<file path="src/rtl/stack_ctrl_pkg.sv">
// Shared encodings for the stack-machine sequencer: opcodes, ALU ops, error codes, states.
package stack_ctrl_pkg;

  localparam logic [2:0] OP_ADD   = 3'b000;
  localparam logic [2:0] OP_SUB   = 3'b001;
  localparam logic [2:0] OP_AND   = 3'b010;
  localparam logic [2:0] OP_NOT   = 3'b011;
  localparam logic [2:0] OP_PUSHM = 3'b100;
  localparam logic [2:0] OP_POPM  = 3'b101;
  localparam logic [2:0] OP_JMP   = 3'b110;
  localparam logic [2:0] OP_BRZ   = 3'b111;

  localparam logic [1:0] ALU_ADD = 2'b00;
  localparam logic [1:0] ALU_SUB = 2'b01;
  localparam logic [1:0] ALU_AND = 2'b10;
  localparam logic [1:0] ALU_NOT = 2'b11;

  localparam logic [1:0] ERR_NONE  = 2'b00;
  localparam logic [1:0] ERR_UNDER = 2'b01;
  localparam logic [1:0] ERR_OVER  = 2'b10;

  typedef enum logic [3:0] {
    ST_IF, ST_DEC, ST_MRD, ST_PSHM, ST_POP1, ST_LDA, ST_MWR, ST_NOT,
    ST_POP2, ST_LDB, ST_ALU, ST_PSHR, ST_JMP, ST_BRZ, ST_TRAP
  } state_t;

  // add/sub/and consume two stack operands
  function automatic logic is_binop(input logic [2:0] op);
    return (op[2] == 1'b0) && (op[1:0] != 2'b11);
  endfunction

endpackage

</file>
<file path="src/rtl/stack_depth_cnt.sv">
// Up/down stack occupancy counter with full/empty flags; saturates at 0 and DEPTH.
module stack_depth_cnt #(
  parameter int DEPTH = 8,
  parameter int CW    = $clog2(DEPTH + 1)
) (
  input  logic          clk,
  input  logic          rst,
  input  logic          inc,
  input  logic          dec,
  output logic [CW-1:0] cnt,
  output logic          full,
  output logic          empty
);

  localparam logic [CW-1:0] MAX_CNT = CW'(DEPTH);

  logic [CW-1:0] cnt_q, cnt_d;

  always_comb begin
    cnt_d = cnt_q;
    if (inc && !dec && (cnt_q != MAX_CNT)) begin
      cnt_d = cnt_q + 1'b1;
    end else if (dec && !inc && (cnt_q != '0)) begin
      cnt_d = cnt_q - 1'b1;
    end
  end

  always_ff @(posedge clk or posedge rst) begin
    if (rst) begin
      cnt_q <= '0;
    end else begin
      cnt_q <= cnt_d;
    end
  end

  assign cnt   = cnt_q;
  assign full  = (cnt_q == MAX_CNT);
  assign empty = (cnt_q == '0);

endmodule

</file>
<file path="src/rtl/stack_seq_ctrl.sv">
// Multicycle control sequencer for a stack machine: Moore FSM decoding the IR opcode into
// datapath strobes, with a depth guard that traps on stack underflow/overflow.
module stack_seq_ctrl
  import stack_ctrl_pkg::*;
#(
  parameter int DEPTH = 8,
  parameter int OPW   = 3
) (
  input  logic                         clk,
  input  logic                         rst,
  input  logic [OPW-1:0]               opcode,
  input  logic                         mem_ready,
  output logic                         IorD,
  output logic                         srcA,
  output logic                         srcB,
  output logic                         lda,
  output logic                         ldb,
  output logic                         PCsrc,
  output logic                         PCwrite,
  output logic                         PCwriteCond,
  output logic                         memRead,
  output logic                         memWrite,
  output logic                         IRwrite,
  output logic                         tos,
  output logic                         pop,
  output logic                         push,
  output logic                         MtoS,
  output logic [1:0]                   ALUop,
  output logic [$clog2(DEPTH+1)-1:0]   depth,
  output logic                         trap,
  output logic [1:0]                   err
);

  localparam int CW = $clog2(DEPTH + 1);
  localparam logic [CW-1:0] TWO = CW'(2);

  state_t     state_q, state_d;
  logic [1:0] err_q, err_d;
  logic [2:0] op;
  logic       full, empty;

  assign op = opcode[2:0];

  if (OPW > 3) begin : g_opcode_hi
    logic unused_opcode_hi;
    assign unused_opcode_hi = ^opcode[OPW-1:3];
  end

  stack_depth_cnt #(
    .DEPTH (DEPTH),
    .CW    (CW)
  ) u_depth (
    .clk   (clk),
    .rst   (rst),
    .inc   (push),
    .dec   (pop),
    .cnt   (depth),
    .full  (full),
    .empty (empty)
  );

  always_comb begin
    state_d = state_q;
    err_d   = err_q;
    case (state_q)
      ST_IF:   if (mem_ready) state_d = ST_DEC;
      ST_DEC: begin
        // Operand availability is checked here so a faulting op never touches the stack
        case (op)
          OP_JMP:   state_d = ST_JMP;
          OP_BRZ:   state_d = ST_BRZ;
          OP_PUSHM: begin
            if (full) begin
              state_d = ST_TRAP;
              err_d   = ERR_OVER;
            end else begin
              state_d = ST_MRD;
            end
          end
          default: begin
            if ((is_binop(op) && (depth < TWO)) || (!is_binop(op) && empty)) begin
              state_d = ST_TRAP;
              err_d   = ERR_UNDER;
            end else begin
              state_d = ST_POP1;
            end
          end
        endcase
      end
      ST_MRD:  if (mem_ready) state_d = ST_PSHM;
      ST_PSHM: state_d = ST_IF;
      ST_POP1: state_d = ST_LDA;
      ST_LDA: begin
        if (op == OP_POPM)     state_d = ST_MWR;
        else if (op == OP_NOT) state_d = ST_NOT;
        else                   state_d = ST_POP2;
      end
      ST_MWR:  if (mem_ready) state_d = ST_IF;
      ST_NOT:  state_d = ST_PSHR;
      ST_POP2: state_d = ST_LDB;
      ST_LDB:  state_d = ST_ALU;
      ST_ALU:  state_d = ST_PSHR;
      ST_PSHR: state_d = ST_IF;
      ST_JMP:  state_d = ST_IF;
      ST_BRZ:  state_d = ST_IF;
      ST_TRAP: state_d = ST_TRAP;
      default: state_d = ST_IF;
    endcase
  end

  always_ff @(posedge clk or posedge rst) begin
    if (rst) begin
      state_q <= ST_IF;
      err_q   <= ERR_NONE;
    end else begin
      state_q <= state_d;
      err_q   <= err_d;
    end
  end

  always_comb begin
    IorD        = 1'b0;
    srcA        = 1'b0;
    srcB        = 1'b0;
    lda         = 1'b0;
    ldb         = 1'b0;
    PCsrc       = 1'b0;
    PCwrite     = 1'b0;
    PCwriteCond = 1'b0;
    memRead     = 1'b0;
    memWrite    = 1'b0;
    IRwrite     = 1'b0;
    tos         = 1'b0;
    pop         = 1'b0;
    push        = 1'b0;
    MtoS        = 1'b0;
    ALUop       = ALU_ADD;
    case (state_q)
      ST_IF: begin
        // PC+1 and IR load both land on the cycle the fetch completes
        memRead = 1'b1;
        PCwrite = mem_ready;
        IRwrite = mem_ready;
      end
      ST_DEC:  tos = 1'b1;
      ST_MRD: begin
        IorD    = 1'b1;
        memRead = 1'b1;
      end
      ST_PSHM: begin
        MtoS = 1'b1;
        push = 1'b1;
      end
      ST_POP1, ST_POP2: pop = 1'b1;
      ST_LDA:  lda = 1'b1;
      ST_LDB:  ldb = 1'b1;
      ST_MWR: begin
        IorD     = 1'b1;
        memWrite = 1'b1;
      end
      ST_NOT:  ALUop = ALU_NOT;
      ST_ALU:  ALUop = op[1:0];
      ST_PSHR: push = 1'b1;
      ST_JMP: begin
        PCsrc   = 1'b1;
        PCwrite = 1'b1;
      end
      ST_BRZ: begin
        PCsrc       = 1'b1;
        PCwriteCond = 1'b1;
      end
      default: ;
    endcase
  end

  assign trap = (state_q == ST_TRAP);
  assign err  = err_q;

endmodule

</file>
<file path="config.mk">
export PLATFORM = sky130hd
export DESIGN_NAME = stack_seq_ctrl
export DESIGN_NICKNAME = d
export VERILOG_FILES = /design/src/rtl/stack_ctrl_pkg.sv /design/src/rtl/stack_depth_cnt.sv /design/src/rtl/stack_seq_ctrl.sv
export SDC_FILE = /design/constraint.sdc
export NUM_CORES = 1
export LEC_CHECK = 0
export ABC_AREA = 1
export BUFFER_PORTS_ARGS = -buffer_cell sky130_fd_sc_hd__buf_2
export CAP_MARGIN = 10
export CORE_MARGIN = 4
export CORE_UTILIZATION = 49
export DETAILED_ROUTE_END_ITERATION = 6
export GPL_TIMING_DRIVEN = 0
export PLACE_DENSITY = 0.88
export SETUP_SLACK_MARGIN = 0.15
export SLEW_MARGIN = 25
export SYNTH_ARGS = -nofsm -noshare
export SYNTH_HDL_FRONTEND = slang
export SYNTH_SLANG_ARGS = --single-unit
</file>
<file path="constraint.sdc">
create_clock -name clk -period 2.2 [get_ports clk]
set_clock_uncertainty 0.15 [all_clocks]
set_input_delay 0.66 -clock clk [delete_from_list [all_inputs] [get_ports clk]]
set_output_delay 0.66 -clock clk [all_outputs]
set_load 0.01 [all_outputs]
</file>
; ---- Yosys cells after proc, flatten, opt, wreduce, memory -nomap -nowiden
; Index checks and enable logic that the tools add are counted.
[totals]
in_bits = 6
wordCells = 87
reg_bits = 10
[op_classes]
n_reduce_logical = 25
eq_ne = 26
bitwise_logic = 2
muxes = 28
addsub = 2
magnitude_cmp = 1
[op_table]
columns = op, n
row1 = $pmux 4 s10, 1
row2 = $mux 4, 9
row3 = $eq 4x4->1 const B, 8
row4 = $eq 4x3->1 const B, 4
row5 = $reduce_or 2->1, 7
row6 = $eq 3x3->1 const B, 4
row7 = $mux 1, 12
row8 = $pmux 4 s3, 1
row9 = $ne 2x2->1 const B, 5
row10 = $eq 4x2->1 const B, 2
row11 = $logic_not 4->1, 2
row12 = $pmux 2 s2, 2
row13 = $logic_and 1x1->1, 7
row14 = $add 4x1->4 const B, 1
row15 = $eq 4x1->1 const B, 1
row16 = $lt 4x2->1 const B, 1
row17 = $mux 2, 2
row18 = $ne 4x4->1 const B, 1
row19 = $reduce_and 4->1, 1
row20 = $reduce_bool 2->1, 2
row21 = $reduce_bool 4->1, 1
row22 = $sub 4x1->4 const B, 1
row23 = $eq 3x2->1 const B, 1
row24 = $logic_not 1->1, 3
row25 = other kinds (4), 5

; ---- Logic depth before layout (Yosys ltp)
; Gate-level depths: netlist (run 1).
[logic_depth]
depth_word = 8
depth_mapped = 13

; ---- Cells and area by module
; From an unflattened synthesis (run 1), not the netlist that was laid out.
[unflattened]
cells_unflattened = 147
hier_area_um2 = 949.7
[modules_own_cells]
columns = module, area_per_inst_um2, instances, cells_per_inst
row1 = stack_seq_ctrl, 604.3, 1, 103
row2 = stack_depth_cnt, 345.3, 1, 44

; ---- Worst setup path before layout (run 1)
; OpenSTA, ideal clock, no wires.
[synth_path]
path_kind = register -> register
start = reg state_q[1]
end = reg u_depth.cnt_q[3] (netlist: u_depth.cnt[3])
t_arrival_ps = 1663
path_slack_ps = 270
synth_period_minus_slack_ps = 1930
path_stages_with_launch = 14
setup_time_ps = 117
cell_sequence = dfrtp_1 buf_4 nand2_1 nor2_2 nand2_2 ha_1 nand2_1 nand2_1 nor2_1 inv_1 nand2_1 nand3_1 nand2_1 nand2_1
[synth_between]
elab_chain_cells = 7
elab_cells_between_ends = 16
cone_classes = eq/ne (4) / mux (3) / reduce/logical (9)
[synth_rtl]
columns = item, line_no
row1 = from (decl), stack_seq_ctrl.sv:37  ; state_t state_q, state_d;
row2 = from (signal assigned), stack_seq_ctrl.sv:116  ; state_q <= state_d;
row3 = $eq 4x2->1 or $eq 4x4->1 (tied branches), stack_seq_ctrl.sv:138  ; case (state_q)
row4 = $reduce_or 2->1 (no source line) *, n/a
row5 = $mux 1 *, stack_seq_ctrl.sv:138
row6 = named net push, stack_seq_ctrl.sv:26  ; output logic push,
row7 = $logic_not 1->1, stack_depth_cnt.sv:23  ; end else if (dec && !inc && (cnt_q != '0)) begin
row8 = $logic_and 1x1->1 (2 in series), stack_depth_cnt.sv:23
row9 = $reduce_bool 2->1 (no source line), n/a
row10 = to (signal assigned), stack_depth_cnt.sv:32  ; cnt_q <= cnt_d;
row11 = to (decl), stack_depth_cnt.sv:17  ; logic [CW-1:0] cnt_q, cnt_d;
; The timed path passes the listed nets; every way through them passes the cells marked *.
; A chain may end at the register's enable or synchronous reset.

; ---- Worst setup path in the final report (run 1)
[layout_path]
start = reg state_q[0]
end = out ALUop[1]
[layout_between]
elab_chain_cells = 2
elab_cells_between_ends = 3
cone_classes = eq/ne (2) / mux (1)
[layout_rtl]
columns = item, line_no
row1 = $eq 4x4->1 or $eq 4x3->1 (tied branches), stack_seq_ctrl.sv:138
row2 = $pmux 2 s2 *, stack_seq_ctrl.sv:138
row3 = to (decl), stack_seq_ctrl.sv:28  ; output logic [1:0] ALUop,
; Mark *: on every way between the ends. The rest lies on a longest branch, timed or not.

==> qor.txt, run 1 <==
====================================================================================
Result of the run                                                       complete, no violations
DR WL met3                                                                    127 µm
Period minus WS final                                                       2.115 ns
DRC                                                                                0
Routed met2 length                                                           1336 µm
Clk pin slew, worst setup/hold paths                                         0.07 ns
Number of filler cells placed in the layout                                      115
Total clock sinks                                                                 10
Antenna-violating nets left                                                        0
Unrepaired setup endpoints after global routing                                 true
Clock tree buffer depth                                                            2
Required time of the critical path                                           1.39 ns
Width of the die                                                            50.04 µm
Kind of start point of the critical path                                        flop
Synth unique cells                                                                22
TritonCTS clock tree                                                           built
Insertion delay of the later-clocked pin in the worst-skew pair              0.27 ns
Max Clock Freq                                                             472.8 MHz
Number of global-route vias before repair                                        947
Final global-route overflow total                                                  0
Overall global routing resource usage                                         0.1996
Pin count of the biggest net entering global routing                              11
Starting density of the core                                                  0.5432
Slowest stage cell, crit path                                                dfrtp_2
Routed via count                                                                 994
Vertical extent of the die                                                  50.04 µm
Die outline area                                                            2504 µm²
Tcrit/Tclk final                                                              0.9614
Reg2Reg Setup Slack                                                          0.20 ns
Proportion of synthesized chip area in sequential cells                       0.2890
Layout area overhead                                                          45.23%
Area of the core                                                            1594 µm²
Synth Cell Area                                                            865.8 µm²
Highest routing layer actually used                                             met4
Worst reg2reg startpoint                                                u_depth.cnt[2]$_DFFE_PP0P_
Antenna violations before repair                                                   0
Number of buffers created by CTS                                                   3
Cell at the root of the clock tree                                          clkbuf_4
Routability-driven placement congestion ratio                                 0.8666
Total leakage power                                                        0.7125 nW
Setup-failing EPs final                                                            0
Final-stage net count                                                            186
Peak ir drop on the vdd network                                            0.8766 mV
Number of failing hold endpoints at the final stage                                0
Detail-routed via count per cell                                               4.970
Routed wirelength normalized by instance count                              12.16 µm
Flip-flop and latch count after synthesis                                         10
Start-to-end type of the worst setup path                               flop to primary output
Warnings from Yosys                                                                0
Number of ports placed on the die boundary                                        30
First-pass GRT wire length                                                   3939 µm
Detail Placement HPWL                                                        1742 µm
Antenna diode count                                                                0
Total wire length after detailed routing                                     2432 µm
Slowest cell delay on critical path                                          0.48 ns
Initial drt markers                                                               26
Total Power Consumption                                                     1.813 mW
Max Cap Violations                                                                 0
Worst hold path type                                                    primary input to asynchronous set/reset pin
Maximum net fanout on the critical path                                            6
Mean cell area of the mapped netlist                                       6.320 µm²
Deepest level of the CTS H-tree                                                    1
Number of cells on the worst reg-to-reg path                                      12
Reg2Reg Capture Point                                                   u_depth.cnt[3]$_DFFE_PP0P_
Critical path capture point type                                        primary output
Areal power density over the cells                                       1442 nW/µm²
Pins over their slew limit                                                         0
Share of final-layout standard cells stronger than drive strength 1           0.4375
Critical Path, Cell by Cell                                             inv_4 > nand2_4 > inv_4 > nand2_4 > o21ai_2 > buf_2
Arrival @ worst endpoint                                                     1.31 ns
IO Port Bufs                                                                      27
Core Rows                                                                         14
Number of buffers inserted for hold repair after clock tree synthesis              0
Detailed-router iteration count before antenna repair                              4
Worst hold slack after final layout                                        0.2020 ns
Syn Inst Count                                                                   137
Routed length on met1                                                         959 µm
====================================================================================
==> worst max-delay path by stage <==
stage	from	end	slack [ns]	cells after the start
after global routing	u_depth.cnt[2]$_DFFE_PP0P_	u_depth.cnt[3]$_DFFE_PP0P_	-0.01	12
after detailed placement	u_depth.cnt[0]$_DFFE_PP0P_	u_depth.cnt[3]$_DFFE_PP0P_	0.11	12
after CTS	state_q[0]$_DFFE_PP0P_	ALUop[1]	0.09	6
after floorplan	state_q[1]$_DFFE_PP0P_	u_depth.cnt[3]$_DFFE_PP0P_	0.27	13
final	state_q[0]$_DFFE_PP0P_	ALUop[1]	0.08	6
after global placement	state_q[1]$_DFFE_PP0P_	u_depth.cnt[3]$_DFFE_PP0P_	0.19	13
==> critical path: cells and delay by family, from the launching register on <==
kind	cells	cell delay [ns]
AO/OA/AOI/OAI	1	0.10
buffers and inverters	3	0.32
flip-flops	1	0.48
AND/OR/NAND/NOR	2	0.14
==> layout make-up <==
cell class,instances,area (µm²),share of cell area
clock buffers,4,36.28,0.02886
well taps,24,30.03,0.02388
flip-flops and latches,10,255.2,0.2030
plain buffers,3,26.28,0.02090
inverters,22,87.58,0.06965
multi-input cells,103,614.3,0.4886
repair buffers,34,207.7,0.1652
==> logic make-up after synthesis <==
kind of cell	synth area share
and+or+nand+nor	0.4292
adders and majority gates	0.05202
other	0.004331
DFF	0.2890
buffers and inverters	0.1214
AOI/OAI and AO/OA	0.08382
xor gates and xnor gates	0.02023
==> cell usage in the layout, fill, tap and decap left out <==
cell	instances
a21oi_1	4
a21oi_2	1
buf_2	25
buf_4	7
buf_6	5
clkbuf_4	3
clkbuf_8	1
conb_1	2
dfrtp_1	6
dfrtp_2	4
fa_1	1
ha_1	1
ha_4	1
inv_1	16
inv_2	4
inv_4	2
nand2_1	38
nand2_2	5
nand2_4	5
nand3_1	3
nand3_2	2
nand3b_1	2
nand4_1	4
nor2_1	11
nor2_2	5
nor2_4	5
nor3_1	2
nor3b_1	1
o21ai_0	5
o21ai_2	2
o32ai_1	1
xor2_1	2
==> where the power goes <==
group / switching (mW) / total [mW] / internal [mW]
Combinational: 0.729 / 1.23 / 0.505
Clock: 0.0636 / 0.164 / 0.101
Sequential: 0.132 / 0.415 / 0.283
Total: 0.925 / 1.81 / 0.888
==> state kept, by name (all words and copies together), names as in the netlist <==
signal / cells
err: 2
u_depth.cnt: 4
state_q: 4
==> synthesized netlist by cell type <==
cell / n / area share
a21oi_1: 4 / 0.023
a21oi_2: 1 / 0.010
buf_4: 3 / 0.026
conb_1: 1 / 0.0043
dfrtp_1: 10 / 0.29
fa_1: 1 / 0.023
ha_1: 2 / 0.029
inv_1: 20 / 0.087
inv_2: 2 / 0.0087
nand2_1: 42 / 0.18
nand2_2: 5 / 0.036
nand2_4: 1 / 0.013
nand3_1: 5 / 0.029
nand3b_1: 2 / 0.017
nand4_1: 4 / 0.029
nor2_1: 17 / 0.074
nor2_2: 4 / 0.029
nor3_1: 2 / 0.012
nor3b_1: 1 / 0.0087
o21ai_0: 7 / 0.040
o32ai_1: 1 / 0.010
xor2_1: 2 / 0.020
==> routing by layer <==
| layer | track usage | up-vias |
|---|---|---|
| met2 | 0.3609 | 29 |
| li1 | - | 501 |
| met5 | 0 | - |
| met1 | 0.2216 | 462 |
| met3 | 0.05422 | 2 |
| met4 | 0.06452 | 0 |
==> through the flow <==
stage	std cells	setup TNS, ns	utilization	setup WS, ns	area [µm²]
2_1_floorplan	138	0	-	0.2702	869.6
3_3_place_gp	189	0	0.6491	0.1902	1035
3_5_place_dp	189	0	0.6491	0.1053	1035
4_1_cts	194	0	0.7057	0.08605	1125
5_1_grt	200	-0.02007	0.7889	-0.01022	1257
6_report	200	0	0.7889	0.08485	1257
==> timing repair <==
item,CTS,global route
pin swaps,4,6
setup endpoints to repair,10,16
gates cloned,0,0
setup buffers,1,6
resized for setup,18,23
No activity file was read; power rests on OpenSTA's default activity.
==> run 2, diff against run 1 <==
--- a/config.mk
+++ b/config.mk
@@ -8,6 +8,7 @@
 export ABC_AREA = 1
 export BUFFER_PORTS_ARGS = -buffer_cell sky130_fd_sc_hd__buf_2
 export CAP_MARGIN = 10
+export CORE_ASPECT_RATIO = 0.75
 export CORE_MARGIN = 4
 export CORE_UTILIZATION = 49
 export DETAILED_ROUTE_END_ITERATION = 6
==> qor.txt, run 2 (synthesis results as in run 1) <==
====================================================================================
Worst hold path type                                                    primary input to asynchronous set/reset pin
Initial drt markers                                                               98   +280%
Routed length on met1                                                        1218 µm   +27%
Die outline area                                                            2511 µm²   +0.29%
Pins over their slew limit                                                         0   unchanged
Tcrit/Tclk final                                                              0.9885   +0.02706
Routed via count                                                                1160   +17%
Areal power density over the cells                                       1511 nW/µm²   +4.8%
Most common cell after layout, fill and taps aside                           nand2_1
Detail-routed via count per cell                                               5.949   +20%
Final global-route overflow total                                                  0   unchanged
Most frequent cells in the layout                                       nand2_1 (38), buf_2 (28), inv_1 (16), nor2_1 (11)
Share of final-layout standard cells stronger than drive strength 1           0.4310   -0.006466
Number of buffers created by CTS                                                   3   unchanged
Unrepaired setup endpoints after global routing                                 true
Kind of start point of the critical path                                        flop
Total wire length after detailed routing                                     3204 µm   +32%
Setup-failing EPs final                                                            0   unchanged
Detailed-router iteration count before antenna repair                              4   unchanged
TritonCTS clock tree                                                           built
Number of buffers inserted for hold repair after clock tree synthesis              0   unchanged
Pin count of the biggest net entering global routing                              11   unchanged
Area of the core                                                            1577 µm²   -1.1%
Width of the die                                                            56.54 µm   +13%
Deepest level of the CTS H-tree                                                    1   unchanged
Total clock sinks                                                                 10   unchanged
Routability-driven placement congestion ratio                                 0.9049   +4.4%
Antenna-violating nets left                                                        0   unchanged
Antenna violations before repair                                                   0   unchanged
Insertion delay of the later-clocked pin in the worst-skew pair              0.27 ns   about the same
Critical path capture point type                                        primary output
Routed met2 length                                                           1427 µm   +6.8%
Worst hold slack after final layout                                        0.2121 ns   +0.01017 ns
Number of global-route vias before repair                                        869   -8.2%
Final-stage net count                                                            185   -0.54%
Arrival @ worst endpoint                                                     1.36 ns   +0.05 ns
Launching instance or port of the critical path                         state_q[3]$_DFFE_PP0P_
Maximum net fanout on the critical path                                            4   -2
Max Clock Freq                                                             459.8 MHz   -2.7%
Cell at the root of the clock tree                                          clkbuf_4
Clk pin slew, worst setup/hold paths                                         0.06 ns   about the same
Number of ports placed on the die boundary                                        30   unchanged
Max Cap Violations                                                                 0   unchanged
DRC                                                                                0   unchanged
Number of failing hold endpoints at the final stage                                0   unchanged
Start-to-end type of the worst setup path                               flop to primary output
Layout area overhead                                                          42.34%
Core Rows                                                                         12   -2
Overall global routing resource usage                                         0.2105   +0.01087
Period minus WS final                                                       2.175 ns   +0.05953 ns
Peak ir drop on the vdd network                                            0.8511 mV   -2.9%
DR WL met3                                                                    462 µm   +260%
Smallest setup slack after layout                                         0.02532 ns   -0.05953 ns
Antenna diode count                                                                0   unchanged
Starting density of the core                                                  0.5492   +0.006035
First-pass GRT wire length                                                   4002 µm   +1.6%
Result of the run                                                       complete, no violations
Worst reg2reg startpoint                                                state_q[1]$_DFFE_PP0P_
Highest routing layer actually used                                             met4
Clock tree buffer depth                                                            2   unchanged
Total leakage power                                                        0.7053 nW   -1.0%
Placement Setup Slack                                                      0.1744 ns   +0.06907 ns
Routed wirelength normalized by instance count                              16.43 µm   +35%
Required time of the critical path                                           1.39 ns   about the same
IO Port Bufs                                                                      27   unchanged
Vertical extent of the die                                                  44.41 µm   -11%
Detail Placement HPWL                                                        1862 µm   +6.9%
Setup_tns                                                                       0 ns   unchanged
====================================================================================
run 2: cell types whose count changed in the layout (fill, tap and decap cells not counted), sizes merged:
cell,delta
clkbuf,-1
buf,-1
run 2: routing by layer:
layer,global-route usage,up-vias
met5,0,-
met4,0.02844,0
met3,0.06122,18
met2,0.3548,116
met1,0.2766,530
li1,-,496
run 2: where the power goes:
group          internal, mW  total [mW]  switching, mW  leakage, nW
clock network        0.0632       0.125         0.0619       0.0138
registers             0.283       0.428          0.145        0.120
logic                 0.483        1.31          0.827        0.572
total                 0.829        1.86           1.03        0.705
run 2: cell type report:
cell class	instances	area (µm²)
tap	21	26.28
inverter	22	87.58
sequential	10	255.2
multi-input combinational	103	633.1
buffer	3	26.28
clock buffer	3	22.52
fill	106	344.1
timing repair buffer	33	181.4
run 2: timing repair:
| item | 4_1_cts | 5_1_grt |
|---|---|---|
| setup endpoints to repair | 10 | 17 |
| resized for setup | 15 | 25 |
| hold endpoints to repair | 0 | 0 |
| pin swaps | 4 | 7 |
| buffers inserted | 4 | 1 |
| gates cloned | 0 | 1 |
run 2: path summary, 6_finish.rpt:
kind,to,slack [ns],depth (start not counted)
worst max-delay path,pop,0.03,5
worst min-delay path,u_depth.cnt[2]$_DFFE_PP0P_,0.21,2
worst max register to register,u_depth.cnt[3]$_DFFE_PP0P_,0.03,13
worst min register to register,err[1]$_DFFE_PP0P_,0.33,2
max in group asynchronous,state_q[2]$_DFFE_PP0P_,1.37,2
min in group clk,err[1]$_DFFE_PP0P_,0.33,2
run 2: metrics by stage:
step                      utilization  cell area [µm²]  instances  power [mW]
after floorplan                     -            869.6        138       1.055
after global placement         0.6540             1031        186       1.308
after detailed placement       0.6540             1031        186       1.345
after CTS                      0.7143             1126        193       1.590
after global routing           0.7817             1232        195       1.973
final                          0.7817             1232        195       1.862
run 2: critical path: stages, from the launching register on:
cell and delay [ns]:
dfrtp_2 0.47, inv_2 0.09, nor2_4 0.15, nand2_1 0.14, nand2_4 0.11, buf_2 0.13
